==> config.mk <==
export PLATFORM = sky130hd
export DESIGN_NAME = reg_dump_serializer
export DESIGN_NICKNAME = d
export VERILOG_FILES = /design/src/rtl/reg_dump_serializer.sv
export SDC_FILE = /design/constraint.sdc
export NUM_CORES = 1
export LEC_CHECK = 0
export BUFFER_PORTS_ARGS = -buffer_cell sky130_fd_sc_hd__buf_2
export CAP_MARGIN = 20
export CORE_UTILIZATION = 42
export CTS_BUF_LIST = sky130_fd_sc_hd__clkbuf_4 sky130_fd_sc_hd__clkbuf_8
export DETAILED_ROUTE_END_ITERATION = 10
export PLACE_DENSITY = 0.75
export SYNTH_ARGS = -nofsm -noshare
export SYNTH_HDL_FRONTEND = slang
export SYNTH_SLANG_ARGS = --single-unit
export TNS_END_PERCENT = 10
==> constraint.sdc <==
create_clock -name clk -period 3.5 [get_ports clk]
set_input_delay 0 -clock clk [delete_from_list [all_inputs] [get_ports clk]]
set_output_delay 0 -clock clk [all_outputs]
set_load 0.05 [all_outputs]
==> src/rtl/reg_dump_serializer.sv <==
// Walks the register file R0..R(NUM_REGS-1) on start and streams every byte MSB-first.
// 1 LOAD + DATA_W SHIFT cycles per register; ser_ready low freezes the SHIFT state.
module reg_dump_serializer #(
    parameter int NUM_REGS = 4,
    parameter int DATA_W   = 8,
    parameter int ADDR_W   = 2
) (
    input  logic              clk,
    input  logic              reset,
    input  logic              start,
    output logic [ADDR_W-1:0] rd_addr,
    input  logic [DATA_W-1:0] rd_data,
    output logic              ser_data,
    output logic              ser_valid,
    input  logic              ser_ready,
    output logic              ser_first,
    output logic              ser_last,
    output logic              busy,
    output logic              done
);

    localparam int CNT_W = (DATA_W > 1) ? $clog2(DATA_W) : 1;
    localparam logic [CNT_W-1:0]  BIT_TOP  = CNT_W'(DATA_W - 1);
    localparam logic [ADDR_W-1:0] LAST_IDX = ADDR_W'(NUM_REGS - 1);

    typedef enum logic [1:0] {
        S_IDLE,
        S_LOAD,
        S_SHIFT,
        S_DONE
    } state_t;

    state_t            state_q, state_d;
    logic [ADDR_W-1:0] reg_idx_q, reg_idx_d;
    logic [CNT_W-1:0]  bit_cnt_q, bit_cnt_d;
    logic [DATA_W-1:0] shreg_q, shreg_d;

    always_ff @(posedge clk or posedge reset) begin
        if (reset) begin
            state_q   <= S_IDLE;
            reg_idx_q <= '0;
            bit_cnt_q <= '0;
            shreg_q   <= '0;
        end else begin
            state_q   <= state_d;
            reg_idx_q <= reg_idx_d;
            bit_cnt_q <= bit_cnt_d;
            shreg_q   <= shreg_d;
        end
    end

    always_comb begin
        state_d   = state_q;
        reg_idx_d = reg_idx_q;
        bit_cnt_d = bit_cnt_q;
        shreg_d   = shreg_q;
        ser_valid = 1'b0;
        ser_data  = 1'b0;
        ser_first = 1'b0;
        ser_last  = 1'b0;
        done      = 1'b0;

        case (state_q)
            S_IDLE: begin
                if (start) begin
                    state_d   = S_LOAD;
                    reg_idx_d = '0;
                end
            end
            // Register is sampled here, so writes landing before this cycle are visible.
            S_LOAD: begin
                shreg_d   = rd_data;
                bit_cnt_d = BIT_TOP;
                state_d   = S_SHIFT;
            end
            S_SHIFT: begin
                ser_valid = 1'b1;
                ser_data  = shreg_q[DATA_W-1];
                ser_first = (reg_idx_q == '0) && (bit_cnt_q == BIT_TOP);
                ser_last  = (reg_idx_q == LAST_IDX) && (bit_cnt_q == '0);
                if (ser_ready) begin
                    if (bit_cnt_q != '0) begin
                        shreg_d   = shreg_q << 1;
                        bit_cnt_d = bit_cnt_q - CNT_W'(1);
                    end else if (reg_idx_q == LAST_IDX) begin
                        state_d = S_DONE;
                    end else begin
                        reg_idx_d = reg_idx_q + ADDR_W'(1);
                        state_d   = S_LOAD;
                    end
                end
            end
            S_DONE: begin
                done    = 1'b1;
                state_d = S_IDLE;
            end
            default: state_d = S_IDLE;
        endcase
    end

    assign busy    = (state_q != S_IDLE);
    assign rd_addr = reg_idx_q;

endmodule

==> results of run 1 <==
==> worst max-delay path, stage by stage, from the launching register on <==
cell and delay [ns]:
dfrtp_1 0.42, inv_1 0.11, ha_1 0.21, nor2b_2 0.47, and3_1 0.23, buf_2 0.26
==> kinds of logic after synthesis <==
group	share of synthesized area
multiplexers	0.0101
adder cells (fa/ha/maj)	0.0632
flip-flops	0.379
buffers and inverters	0.0759
AND/OR/NAND/NOR	0.301
AO/OA/AOI/OAI	0.171
==> routing by layer <==
layer	track usage	vias to the layer above	routed length, um
li1	-	455	-
met1	0.242	415	1010
met2	0.324	14	1000
met3	0.0545	2	60
met4	0.0278	0	9
met5	0	-	0
==> what timing repair did <==
| action | CTS | global route |
|---|---|---|
| hold endpoints to repair | 19 | 0 |
| setup buffers | 0 | 0 |
| hold buffers | 5 | 0 |
==> through the flow <==
step	power [mW]	worst slack [ns]	hold slack, ns	instances	utilization
after floorplan	0.666	1.88	-0.0985	113	-
after global placement	0.725	1.83	0.0936	154	0.486
after detailed placement	0.733	1.80	0.0973	154	0.486
after CTS	0.848	1.49	0.00340	163	0.522
after global routing	0.910	1.34	0.0305	163	0.522
final	0.838	1.50	0.0154	163	0.522
==> layout by cell type (no fill, tap or decap), drive strengths merged, types with 2 or more instances in the layout <==
master        n
nor3          9
nor2          7
ha            5
nor2b         4
a22oi         3
buf          19
and2          2
or3           4
dfrtp        15
nand3         5
nand2b        8
nand2         9
dlygate4sd3   5
nor4b         2
a21oi         4
clkbuf        3
inv           8
o22ai         5
o211ai        4
o21ai         3
==> area by class of cell <==
cell class                      instances  area share
Tap cell                               28      0.0303
Clock buffer                            3      0.0195
Inverter                                8      0.0260
Multi-Input combinational cell         84       0.467
Sequential cell                        15       0.325
Timing Repair Buffer                   24       0.126
Clock inverter                          1     0.00650
==> sequential cells by signal (all words and copies together), names as in the netlist <==
signal     flops
bit_cnt_q      3
rd_addr        2
shreg_q        8
state_q        2
==> where the power goes <==
part / total [mW] / internal [mW] / leakage (nW) / switching, mW
clock: 0.105 / 0.0434 / 0.0139 / 0.0619
combinational: 0.406 / 0.155 / 0.335 / 0.251
sequential: 0.326 / 0.235 / 0.176 / 0.0910
total: 0.838 / 0.433 / 0.525 / 0.404
==> path summary, 6_finish.rpt <==
kind	startpoint	endpoint	slack [ns]	cells past startpoint
setup reg to reg	bit_cnt_q[0]	shreg_q[1]	1.76	5
max in group asynchronous	reset	rd_addr[1]	2.81	3
min in group asynchronous	reset	shreg_q[4]	0.30	3
hold / removal	rd_data[7]	shreg_q[7]	0.02	3
hold reg to reg	shreg_q[2]	shreg_q[2]	0.56	2
setup / recovery	bit_cnt_q[0]	ser_last	1.50	5
==> results.tsv, run 1 <==
metric	value	unit
min_period	2.00	ns
synth_cell_type_count	33	
drcViolationCount	0	
antenna_left	0	
tns	0	ns
tritoncts	built	
ir_drop	0.000379	V
synth_ff_type	dfrtp_1	
post_route_cells_drive_above_1_share	0.193	
maxCapViolations	0	
grt_pass1_wl	3590	um
synth_edf_count	0	
ys_warn_count	0	
finalHoldViolCount	0	
cts_resized	0	
numCtsBuffers	3	
synth_nets	130	
status	finished, final reports clean	
grt_overflow	0	
clk_path_buf_depth	2	
die_w	50.5	um
setup_viol	0	
routed_via_density	5.44	
worst_pin_slew	0.861	ns
row_count	17	
antenna_found_initial	0	
ys_seq_elements	15	
cp-start-kind	register	
cts.sinks	15	
syn_area	990	um^2
vias	886	
netlist.area_leader.share	0.379	
syn_to_final_growth	16.7	%
crit_fanout	14	
pin_count	20	
async_reset_ff_frac	1.00	
start_util	0.447	
place.gp.congestion	0.797	
powerDensity	725	nW/um^2
p_leak	0.525	nW
final_nets	153	
relSlewSlack	0.426	
fin_crit_sh	0.570	
insertion_delay	0.29	ns
hpwl	1480	um
min_path_type	input port to register	
cp-end-kind	output pin	
antenna_cells_inserted	0	
path_clk_slew	0.10	ns
regArea	375	um^2
wl	2080	um
root_buffer	clkbuf_4	
synthTopCellsByCount	dfrtp_1, nand2_1, nor3_1, inv_1, nand2b_1	
design.core.area	2210	um^2
synth.most_common_cell	dfrtp_1	
first_global_vias	796	
synth_seq_area_share	0.379	
design.die.area	2550	um^2
fin_area	1150	um^2
crit_arrival	2.00	ns
io_buffer_count	19	
die_y	50.5	um
synth_area_leader_cell	dfrtp_1	
nFillCells	225	
grt_util_all_layers	0.190	
routedWlPerCell	12.8	um
max_freq	0.501	GHz
slew_violations	0	
placed_cell_area	1070	um^2
rsz0062_at_grt	no	
crit_required	3.50	ns
finalClockSkew	0.00711	ns
dr.pass1.iters	4	
htree_num_levels	1	
yosys-top-cells-area	dfrtp_1, ha_1, nor3_1	
syn-instance-count	113	
critPathKind	register to output pin	
grt_start_max_net_pins	28	
multi_input_area	539	um^2
drt_iter0_drc	8	
avgSynthCellArea	8.76	um^2
(Power assumes the default switching activity.)
==> inputs of run 2 (changes only) <==
ABC_AREA = 1   (was unset)
PLACE_DENSITY = 0.78   (was 0.75)
clock period = 1.7 ns   (was 3.5 ns; I/O delays follow)
==> run 2 against run 1 <==
- combinational power grew to 2.7 times the previous value
- sequential share of layout area is 2.3 points higher
- core utilization increased by 1.7 points
- sequential cell count did not move
- first-iteration DRC count shrank 25%
- total power is 130% higher
- synthesized cell count up 6.2%
- final area is 6.5% lower
- via count down 11%
- global-route usage shrank 3.1 points
- largest power group unchanged
==> results.tsv, run 2 <==
metric	value	unit
synthTopCellsByCount	nand2_1, inv_1, dfrtp_1, o21ai_0, nor2_1	
critPathKind	register to output pin	
synth.most_common_cell	nand2_1	
muxShareOfSynthArea	0	
dr.pass1.iters	4	
numCtsBuffers	3	
grt_pass1_wl	3010	um
rsz0062_at_grt	no	
place.gp.congestion	0.769	
synth_top_family_by_area	simple AND/OR/NAND/NOR gates	
crit_arrival	1.53	ns
largest_register_ffs	8	
r2r-start	bit_cnt_q[0]	
routedWlPerCell	9.49	um
fin_cells	171	
ys_seq_elements	15	
root_buffer	clkbuf_4	
io_buffer_count	19	
design.core.area	2000	um^2
row_count	16	
async_reset_ff_frac	1.00	
routed_via_density	4.63	
tns	0	ns
ys_warn_count	0	
regArea	375	um^2
cpPeakStageDelay	0.41	ns
ir_drop	0.00170	V
min_period	1.53	ns
finalClockSkew	0.00220	ns
antenna_left	0	
htree_num_levels	1	
powerDensity	1780	nW/um^2
crit_fanout	4	
final_nets	162	
min_path_type	input port to register	
syn-instance-count	120	
min_from	rd_data[1]	
crit_required	1.70	ns
hpwl	1200	um
die_y	48.6	um
critical-path-slowest-cell	dfrtp_1	
drt_iter0_drc	6	
worst_pin_slew	0.550	ns
crit_chain	inv_1, ha_1, nand2_1, nor3_2, buf_2	
wl	1620	um
max_freq	0.655	GHz
syn_area	911	um^2
dp_cells	165	
die_w	48.6	um
synth_xor_area_frac	0	
regMostFlops	shreg_q	
finalHoldViolCount	0	
maxCapViolations	0	
synth_ff_type	dfrtp_1	
start_util	0.455	
synth_nets	137	
pin_count	20	
yosys.area_share.simple	0.298	
netlist.area_leader.share	0.412	
cp-end-kind	output pin	
nFillCells	198	
synth_cell_type_count	19	
slew_violations	0	
grt_util_all_layers	0.159	
final_cell_mix	nand2_1, inv_1, buf_2, dfrtp_1, o21ai_0	
syn_to_final_growth	18.5	%
top_regs	shreg_q x8, bit_cnt_q x3	
setup_viol	0	
first_global_vias	753	
avgSynthCellArea	7.59	um^2
synth-compound-area-share	0.0975	
synth_area_leader_cell	dfrtp_1	
design.die.area	2360	um^2
fin_crit_sh	0.898	
status	finished, final reports clean	
p_leak	0.605	nW
multi_input_area	428	um^2
tritoncts	built	
synth_edf_count	0	
drcViolationCount	0	
synthAdderAreaFrac	0.0687	
insertion_delay	0.27	ns
crit_start	bit_cnt_q[0]	
synth_seq_area_share	0.412	
post_route_cells_drive_above_1_share	0.236	
grt_overflow	0	
antenna_cells_inserted	0	
clk_path_buf_depth	2	
relSlewSlack	0.633	
vias	791	
final_common_cell	nand2_1	
antenna_found_initial	0	
path_clk_slew	0.09	ns
grt_start_max_net_pins	20	
cp-start-kind	register	
yosys-top-cells-area	dfrtp_1, nand2_1, inv_1	
cts.sinks	15	
[run 2: report_power, final]
part	total, mW	switching, mW	leakage [nW]	internal [mW]
combinational	1.09	0.767	0.407	0.323
sequential	0.621	0.109	0.180	0.512
clock	0.212	0.105	0.0184	0.107
total	1.92	0.981	0.605	0.941
[run 2: stage by stage]
stage	setup WS [ns]	area, um^2	hold WS (ns)	utilization	power, mW
after floorplan	0.0678	916	-0.0985	-	1.54
after global placement	0.210	1030	0.0764	0.514	1.69
after detailed placement	0.156	1030	0.0807	0.514	1.72
after CTS	0.130	1080	0.0290	0.539	1.95
after global routing	0.0937	1080	0.0885	0.539	2.14
final	0.174	1080	0.0357	0.539	1.92
[run 2: cell families (layout without fill, tap and decap cells)]
| family | after synthesis | after routing |
|---|---|---|
| AOI/OAI and AO/OA | 17 | 17 |
| adders and majority gates | 5 | 5 |
| buffers and inverters | 25 | 49 |
| DFF | 15 | 15 |
| and+or+nand+nor | 58 | 58 |
[run 2: layout make-up]
| cell class | instances | area share |
|---|---|---|
| Clock buffer | 4 | 0.0278 |
| Inverter | 22 | 0.0765 |
| Multi-Input combinational cell | 80 | 0.396 |
| Sequential cell | 15 | 0.348 |
| Tap cell | 27 | 0.0313 |
| Timing Repair Buffer | 23 | 0.121 |
[run 2: path summary, 6_finish.rpt]
path	endpoint	slack [ns]	cells after the start
worst max-delay path	ser_last	0.17	5
worst min-delay path	shreg_q[1]	0.04	5
worst max register to register	bit_cnt_q[2]	0.22	8
worst min register to register	shreg_q[0]	0.52	2
max in group asynchronous	state_q[1]	1.03	3
min in group asynchronous	bit_cnt_q[0]	0.30	3
[run 2: routing by layer]
layer  vias up  track usage  part of all wire
met1       355        0.203              0.46
met5         -            0                 0
li1        416            -                 -
met2        18        0.277              0.49
met4         0       0.0588            0.0055
met3         2       0.0189             0.043
[run 2: worst max-delay path: cells and delay by family (launching register included)]
family | cells | cell delay (ns)
buffers and inverters | 2 | 0.41
DFF | 1 | 0.41
adders and majority gates | 1 | 0.16
and+or+nand+nor | 2 | 0.28
[run 2: repair_timing]
| item | CTS | global route |
|---|---|---|
| setup endpoints to repair | 0 | 2 |
| resized for setup | 0 | 1 |
| hold buffers | 2 | 0 |
| setup buffers | 0 | 0 |
| hold endpoints to repair | 16 | 0 |
